[config.mk]
export PLATFORM = sky130hd
export DESIGN_NAME = reorder_buffer_flat
export DESIGN_NICKNAME = d
export VERILOG_FILES = /design/src/rtl/reorder_buffer_pkg.sv /design/src/rtl/reorder_buffer_if.sv /design/src/rtl/reorder_buffer_retire_select.sv /design/src/rtl/reorder_buffer.sv /design/src/flat_wrapper.sv
export SDC_FILE = /design/constraint.sdc
export NUM_CORES = 2
export LEC_CHECK = 0
export CAP_MARGIN = 20
export CORE_ASPECT_RATIO = 0.9
export CORE_UTILIZATION = 35
export CTS_CLUSTER_SIZE = 28
export DETAILED_ROUTE_END_ITERATION = 10
export PLACE_DENSITY_LB_ADDON = 0.2
export SLEW_MARGIN = 30
export SYNTH_ARGS = -nofsm -noshare
export SYNTH_HDL_FRONTEND = slang
export SYNTH_SLANG_ARGS = --single-unit
[constraint.sdc]
create_clock -name clock -period 43.8 [get_ports clock]
set_clock_uncertainty 0.15 [all_clocks]
set_input_delay 13.14 -clock clock [delete_from_list [all_inputs] [get_ports clock]]
set_output_delay 13.14 -clock clock [all_outputs]
set_load 0.05 [all_outputs]
[src/rtl/reorder_buffer_pkg.sv]
// Shared sizing and entry layout for the 2-wide in-order retirement buffer.
package reorder_buffer_pkg;

  localparam int unsigned ROB_SIZE = 32;
  localparam int unsigned WIDTH    = 2;
  localparam int unsigned PRF_SIZE = 64;
  localparam int unsigned ARF_SIZE = 32;

  localparam int unsigned PT_W  = $clog2(PRF_SIZE);
  localparam int unsigned AR_W  = $clog2(ARF_SIZE);
  localparam int unsigned RI_W  = $clog2(ROB_SIZE);
  localparam int unsigned CNT_W = RI_W + 1;
  localparam int unsigned FS_W  = $clog2(WIDTH + 1);

  typedef struct packed {
    logic            valid;
    logic            complete;
    logic            mispred;
    logic [AR_W-1:0] arch_reg;
    logic [PT_W-1:0] T;
    logic [PT_W-1:0] T_old;
  } rob_entry_t;

endpackage

[src/rtl/reorder_buffer_if.sv]
// Dispatch / complete / retire bundle between the core pipeline and the ROB.
interface reorder_buffer_if;
  import reorder_buffer_pkg::*;

  logic [WIDTH-1:0]           dispatch_valid;
  logic [WIDTH-1:0][AR_W-1:0] dispatch_arch_reg;
  logic [WIDTH-1:0][PT_W-1:0] dispatch_T;
  logic [WIDTH-1:0][PT_W-1:0] dispatch_T_old;
  logic [WIDTH-1:0][RI_W-1:0] dispatch_rob_idx;
  logic [FS_W-1:0]            free_slots;
  logic [WIDTH-1:0]           complete_en;
  logic [WIDTH-1:0][RI_W-1:0] complete_rob_idx;
  logic [WIDTH-1:0]           complete_mispred;
  logic [WIDTH-1:0]           retire_en;
  logic [WIDTH-1:0][PT_W-1:0] retired_tags;
  logic [WIDTH-1:0][PT_W-1:0] retire_T;
  logic [WIDTH-1:0][AR_W-1:0] retire_arch_reg;
  logic                       rollback_en;

  modport master (
    output dispatch_valid, dispatch_arch_reg, dispatch_T, dispatch_T_old,
    output complete_en, complete_rob_idx, complete_mispred,
    input  dispatch_rob_idx, free_slots,
    input  retire_en, retired_tags, retire_T, retire_arch_reg, rollback_en
  );

  modport slave (
    input  dispatch_valid, dispatch_arch_reg, dispatch_T, dispatch_T_old,
    input  complete_en, complete_rob_idx, complete_mispred,
    output dispatch_rob_idx, free_slots,
    output retire_en, retired_tags, retire_T, retire_arch_reg, rollback_en
  );

endinterface

[src/rtl/reorder_buffer_retire_select.sv]
// In-order retire lane selection: a lane retires only behind retiring lanes,
// and a mispredicted entry retires itself but blocks every younger lane.
module reorder_buffer_retire_select
  import reorder_buffer_pkg::*;
#(
  parameter int unsigned LANES = WIDTH
) (
  input  rob_entry_t                     entries_i [LANES],
  output logic [LANES-1:0]               retire_en_o,
  output logic                           rollback_o,
  output logic [$clog2(LANES+1)-1:0]     num_ret_o
);

  logic chain;

  always_comb begin
    retire_en_o = '0;
    rollback_o  = 1'b0;
    num_ret_o   = '0;
    chain       = 1'b1;
    for (int unsigned i = 0; i < LANES; i++) begin
      retire_en_o[i] = chain && entries_i[i].valid && entries_i[i].complete;
      if (retire_en_o[i] && entries_i[i].mispred) rollback_o = 1'b1;
      chain     = retire_en_o[i] && !entries_i[i].mispred;
      num_ret_o = num_ret_o + ($clog2(LANES+1))'(retire_en_o[i]);
    end
  end

endmodule

[src/rtl/reorder_buffer.sv]
// Reorder buffer: entry array, head/tail/count and flush-at-retire handling.
// Retire outputs are combinational from registered state.
module reorder_buffer
  import reorder_buffer_pkg::*;
(
  input  logic             clock,
  input  logic             reset,
  reorder_buffer_if.slave  rob_io
);

  rob_entry_t       entries_q [ROB_SIZE];
  rob_entry_t       entries_d [ROB_SIZE];
  logic [RI_W-1:0]  head_q, head_d, tail_q, tail_d;
  logic [CNT_W-1:0] count_q, count_d;

  logic [CNT_W-1:0] space;
  logic [FS_W-1:0]  free_slots;
  logic [WIDTH-1:0] accept;
  logic [FS_W-1:0]  num_acc, num_ret;
  logic [WIDTH-1:0] retire_en;
  logic             rollback;
  rob_entry_t       head_entries [WIDTH];

  // Free space comes from registered count only; same-cycle retires do not help.
  always_comb begin
    space      = CNT_W'(ROB_SIZE) - count_q;
    free_slots = (space < CNT_W'(WIDTH)) ? FS_W'(space) : FS_W'(WIDTH);
    accept     = '0;
    num_acc    = '0;
    for (int unsigned i = 0; i < WIDTH; i++) begin
      accept[i] = rob_io.dispatch_valid[i] && (FS_W'(i) < free_slots);
      num_acc   = num_acc + FS_W'(accept[i]);
      head_entries[i] = entries_q[head_q + RI_W'(i)];
    end
  end

  reorder_buffer_retire_select #(.LANES(WIDTH)) u_retire_select (
    .entries_i   (head_entries),
    .retire_en_o (retire_en),
    .rollback_o  (rollback),
    .num_ret_o   (num_ret)
  );

  always_comb begin
    rob_io.free_slots       = free_slots;
    rob_io.retire_en        = retire_en;
    rob_io.rollback_en      = rollback;
    rob_io.dispatch_rob_idx = '0;
    rob_io.retired_tags     = '0;
    rob_io.retire_T         = '0;
    rob_io.retire_arch_reg  = '0;
    for (int unsigned i = 0; i < WIDTH; i++) begin
      rob_io.dispatch_rob_idx[i] = tail_q + RI_W'(i);
      rob_io.retired_tags[i]     = head_entries[i].T_old;
      rob_io.retire_T[i]         = head_entries[i].T;
      rob_io.retire_arch_reg[i]  = head_entries[i].arch_reg;
    end
  end

  always_comb begin
    entries_d = entries_q;
    head_d    = head_q + RI_W'(num_ret);
    tail_d    = tail_q + RI_W'(num_acc);
    count_d   = count_q + CNT_W'(num_acc) - CNT_W'(num_ret);
    if (rollback) begin
      // Flush: younger work, this cycle's dispatch and completes are all dropped.
      for (int unsigned e = 0; e < ROB_SIZE; e++) entries_d[e].valid = 1'b0;
      tail_d  = head_d;
      count_d = '0;
    end else begin
      for (int unsigned c = 0; c < WIDTH; c++) begin
        if (rob_io.complete_en[c] && entries_q[rob_io.complete_rob_idx[c]].valid) begin
          entries_d[rob_io.complete_rob_idx[c]].complete = 1'b1;
          entries_d[rob_io.complete_rob_idx[c]].mispred  =
            entries_q[rob_io.complete_rob_idx[c]].mispred | rob_io.complete_mispred[c];
        end
      end
      for (int unsigned r = 0; r < WIDTH; r++) begin
        if (retire_en[r]) entries_d[head_q + RI_W'(r)].valid = 1'b0;
      end
      for (int unsigned d = 0; d < WIDTH; d++) begin
        if (accept[d]) begin
          entries_d[tail_q + RI_W'(d)] = '{valid: 1'b1, complete: 1'b0, mispred: 1'b0,
                                           arch_reg: rob_io.dispatch_arch_reg[d],
                                           T: rob_io.dispatch_T[d],
                                           T_old: rob_io.dispatch_T_old[d]};
        end
      end
    end
  end

  always_ff @(posedge clock or posedge reset) begin
    if (reset) begin
      for (int unsigned e = 0; e < ROB_SIZE; e++) entries_q[e] <= '0;
      head_q  <= '0;
      tail_q  <= '0;
      count_q <= '0;
    end else begin
      entries_q <= entries_d;
      head_q    <= head_d;
      tail_q    <= tail_d;
      count_q   <= count_d;
    end
  end

endmodule

[src/flat_wrapper.sv]
// flat-port wrapper written by rule: the top's interface ports become plain ports
module reorder_buffer_flat import reorder_buffer_pkg::*;
  (clock, reset, rob_io_dispatch_valid, rob_io_dispatch_arch_reg, rob_io_dispatch_T, rob_io_dispatch_T_old, rob_io_complete_en, rob_io_complete_rob_idx, rob_io_complete_mispred, rob_io_dispatch_rob_idx, rob_io_free_slots, rob_io_retire_en, rob_io_retired_tags, rob_io_retire_T, rob_io_retire_arch_reg, rob_io_rollback_en);
  reorder_buffer_if rob_io_i ();
  input  logic clock;
  input  logic reset;
  input wire logic [$bits(rob_io_i.dispatch_valid)-1:0] rob_io_dispatch_valid;
  input wire logic [$bits(rob_io_i.dispatch_arch_reg)-1:0] rob_io_dispatch_arch_reg;
  input wire logic [$bits(rob_io_i.dispatch_T)-1:0] rob_io_dispatch_T;
  input wire logic [$bits(rob_io_i.dispatch_T_old)-1:0] rob_io_dispatch_T_old;
  input wire logic [$bits(rob_io_i.complete_en)-1:0] rob_io_complete_en;
  input wire logic [$bits(rob_io_i.complete_rob_idx)-1:0] rob_io_complete_rob_idx;
  input wire logic [$bits(rob_io_i.complete_mispred)-1:0] rob_io_complete_mispred;
  output wire logic [$bits(rob_io_i.dispatch_rob_idx)-1:0] rob_io_dispatch_rob_idx;
  output wire logic [$bits(rob_io_i.free_slots)-1:0] rob_io_free_slots;
  output wire logic [$bits(rob_io_i.retire_en)-1:0] rob_io_retire_en;
  output wire logic [$bits(rob_io_i.retired_tags)-1:0] rob_io_retired_tags;
  output wire logic [$bits(rob_io_i.retire_T)-1:0] rob_io_retire_T;
  output wire logic [$bits(rob_io_i.retire_arch_reg)-1:0] rob_io_retire_arch_reg;
  output wire logic [$bits(rob_io_i.rollback_en)-1:0] rob_io_rollback_en;
  assign rob_io_i.dispatch_valid = rob_io_dispatch_valid;
  assign rob_io_i.dispatch_arch_reg = rob_io_dispatch_arch_reg;
  assign rob_io_i.dispatch_T = rob_io_dispatch_T;
  assign rob_io_i.dispatch_T_old = rob_io_dispatch_T_old;
  assign rob_io_i.complete_en = rob_io_complete_en;
  assign rob_io_i.complete_rob_idx = rob_io_complete_rob_idx;
  assign rob_io_i.complete_mispred = rob_io_complete_mispred;
  assign rob_io_dispatch_rob_idx = rob_io_i.dispatch_rob_idx;
  assign rob_io_free_slots = rob_io_i.free_slots;
  assign rob_io_retire_en = rob_io_i.retire_en;
  assign rob_io_retired_tags = rob_io_i.retired_tags;
  assign rob_io_retire_T = rob_io_i.retire_T;
  assign rob_io_retire_arch_reg = rob_io_i.retire_arch_reg;
  assign rob_io_rollback_en = rob_io_i.rollback_en;
  reorder_buffer u_core (.clock(clock), .reset(reset), .rob_io(rob_io_i));
endmodule
==> results by group <==
Status
  – Status: finished, final reports clean

Die
  – Die Footprint: around 130000 um^2
  – Chip Height: ~340 um
  – Io pins: 101
  – Core ar.: ~120000 um^2
  – FP Rows: around 120
  – Initial Utilization: 0.355
  – Die Wd: between 300 and 400 um

Clocking
  – CTS tree: yes
  – CTS H-tree depth: 3
  – Clk sinks: 656
  – Resize count post-CTS: 0
  – Root buffer cell: clkbuf_16
  – Num CTS Buffers: between 80 and 90
  – Cts hold-fix bufs: 0
  – Clk buf depth: 3
  – Worst-path clk slew: approximately 60 ps
  – Setup bufs post-CTS: 0
  – Worst skew pair latency: 700 ps

Min path
  – Worst min path class: reg2reg
  – Hold depth: 1
  – HP Start: u_core.entries_q[353]

Timing
  – Final Cycle Share: 0.453
  – WHS: 359 ps
  – Max Clk Rate: ~0.05 GHz
  – Max-slew violation count: 0
  – Final critical-path required period: 19820 ps
  – Final-report hold violation count: 0
  – Final setup margin: roughly 24000 ps
  – Slew margin rel.: 0.254
  – RSZ-0062 raised after global routing: false
  – Worst slew pin tran: about 1100 ps
  – Setup TNS: 0 ps
  – Final setup viols: 0

Routing
  – Post-DRT Antenna Nets: 0
  – Via density: 7.09
  – 1st-iter DRT viols: 6223
  – # DRC: 0
  – Post-DR wirelength/cell: 38.3 um
  – TritonRoute pass-1 iters: 7
  – Via count: 38900
  – DRT Wirelength: 210000 um

Worst setup path
  – Crit-path max FO: between 60 and 70
  – Critical path launch point: u_core.head_q[1]
  – Worst R2R Path Depth: 14
  – Crit-path cells: ha_1 -> nand3_1 -> xor2_1 -> buf_4 -> nor2_1 -> a32o_1 -> or2_1 -> o21ai_4 -> buf_16 -> nand2_8 -> inv_6 -> clkdlybuf4s50_1
  – R2R Path Start: u_core.head_q[1]
  – Critical path data arrival time: 6530 ps
  – Setup CP Type: reg2out
  – Worst reg-to-reg setup slack: 36590 ps
  – Setup crit end: rob_io_rollback_en
  – Critical Path End Type: output pin
  – Worst path max stage delay: 1030 ps
  – Worst path required time: 30510 ps
  – Reg2reg end: u_core.entries_q[502]
  – Critical Path Start Type: flip-flop
  – Slowest-stage cell, CP: dfrtp_4

Pwr
  – Leakage Power: between 15 and 20 nW
  – Worst vdd ir: approximately 80 uV
  – Final Total Pwr: between 4 and 5 mW
  – PwrDens: 101 nW/um^2

Global route
  – Initial antenna violation count: 6
  – Vias in the first global route: 36600
  – Largest net degree at the start of global routing: 173
  – Total GRT Usage: 0.326
  – First-pass GRT wire length: 296000 um
  – Total global routing overflow: 0

Layout
  – Design Area, Final: 49400 um^2
  – Cell Count, Final, Fillers Out: 5495
  – Nets: 3901
  – Post-layout util: 0.399
  – Share of cells above drive strength 1: 0.273
  – Area delta synth->final: 12.4%
  – Fillers: ~12000

Synthesis
  – Synth warn: 0
  – Average cell area after synthesis: around 11 um^2
  – Ranking of synthesized cells by area: dfrtp_1 37%, mux4_2 16%, mux2_2 9.1%
  – Number of flops mapped to enable cells by yosys: 0
  – Cells after Synth: slightly below 4000
  – Top-area cell type share of the netlist area: 0.374
  – Synth cell types: 91
  – Synthesized area: 43900 um^2
  – Synth area leader: dfrtp_1
  – Most common cell in the netlist: dfrtp_1
  – Synth Flop Type: dfrtp_1
  – Sequential fraction of the synthesis area: 0.374
  – Syn nets: ~4000
  – Async SR Flop Fraction: 1.00
  – Post-synthesis register bit count: 656
  – Top cells by count, synth: 656 x dfrtp_1, 356 x mux2_2, 311 x mux4_2

Place
  – Pre-CTS setup slack: 24520 ps
  – Routability cong.: approximately 0.98
  – Final HPWL DP: 134000 um
  – Placed inst area: 46600 um^2
  – I/O Buffers: 100
  – Placed cells: 5343

Flow run
  – Max-cap violations: 0
==> critical path, delay by kind of cell (launching register included) <==
family / cells / cell delay, ps
xor gates and xnor gates: 1 / 510
AOI/OAI and AO/OA: 2 / 820
DFF: 1 / 1030
adders and majority gates: 1 / 540
and+or+nand+nor: 4 / 940
buffers and inverters: 4 / 1900
==> cells by family (layout without fill, tap and decap cells) <==
kind of cell | after synthesis | count (layout) | share of synthesized area
buffers and inverters | 503 | 475 | 0.0495
flip-flops | 656 | 656 | 0.374
other | 0 | 3 | 0
AO/OA/AOI/OAI | 1211 | 1211 | 0.206
AND/OR/NAND/NOR | 716 | 716 | 0.0820
multiplexers | 770 | 770 | 0.275
adder cells (fa/ha/maj) | 30 | 30 | 0.00889
XOR/XNOR | 22 | 22 | 0.00490
==> per-layer routing <==
layer / track usage / share of wire / vias to the layer above
met5: 0.00189 / 0.00030 / -
met4: 0.119 / 0.039 / 6
met3: 0.139 / 0.15 / 479
met2: 0.447 / 0.41 / 3025
met1: 0.453 / 0.40 / 20100
li1: - / - / 15300
==> area by class of cell <==
cell class / count / area (um^2) / share of cell area
Timing Repair Buffer: 267 / 2490 / 0.0505
Sequential cell: 656 / 16400 / 0.333
Inverter: 64 / 255 / 0.00517
Clock inverter: 27 / 335 / 0.00679
Clock buffer: 117 / 2310 / 0.0469
Antenna cell: 3 / 7.51 / 0.000152
Multi-Input combinational cell: 2749 / 25500 / 0.517
Tap cell: 1612 / 2020 / 0.0409
==> layout by cell type (no fill, tap or decap), drive strengths merged, types with 18 or more instances in the layout <==
master         instances
a21oi                143
a22oi                174
a2bb2oi              270
and2                  20
buf                  167
clkbuf               117
clkdlybuf4s50        100
dfrtp                656
ha                    28
inv                   69
mux2                 384
mux2i                 75
mux4                 311
nand2                235
nand2b                38
nand3                124
nand4                 39
nor2                  88
nor2b                 36
nor3                  54
o211ai                18
o21a                  18
o21ai                 96
o221ai                33
o22a                  34
o22ai                252
o2bb2ai               63
==> report_power, final <==
group	switching [mW]	internal, mW	total [mW]
Clock	0.303	0.393	0.696
Combinational	1.85	1.18	3.03
Sequential	0.338	0.912	1.25
Total	2.49	2.49	4.98
==> worst min path at each step <==
stage | endpoint | slack (ps)
2_1_floorplan | u_core.entries_q[107] | 320
3_3_place_gp | u_core.entries_q[341] | 330
3_5_place_dp | u_core.entries_q[115] | 340
4_1_cts | u_core.entries_q[115] | 360
5_1_grt | u_core.entries_q[115] | 360
6_report | u_core.entries_q[353] | 360
==> state kept, by name, indices dropped and copies added (netlist names) <==
signal / cells
u_core.entries_q: 640
u_core.count_q: 6
u_core.head_q: 5
u_core.tail_q: 5
No activity file was read; power rests on OpenSTA's default activity.
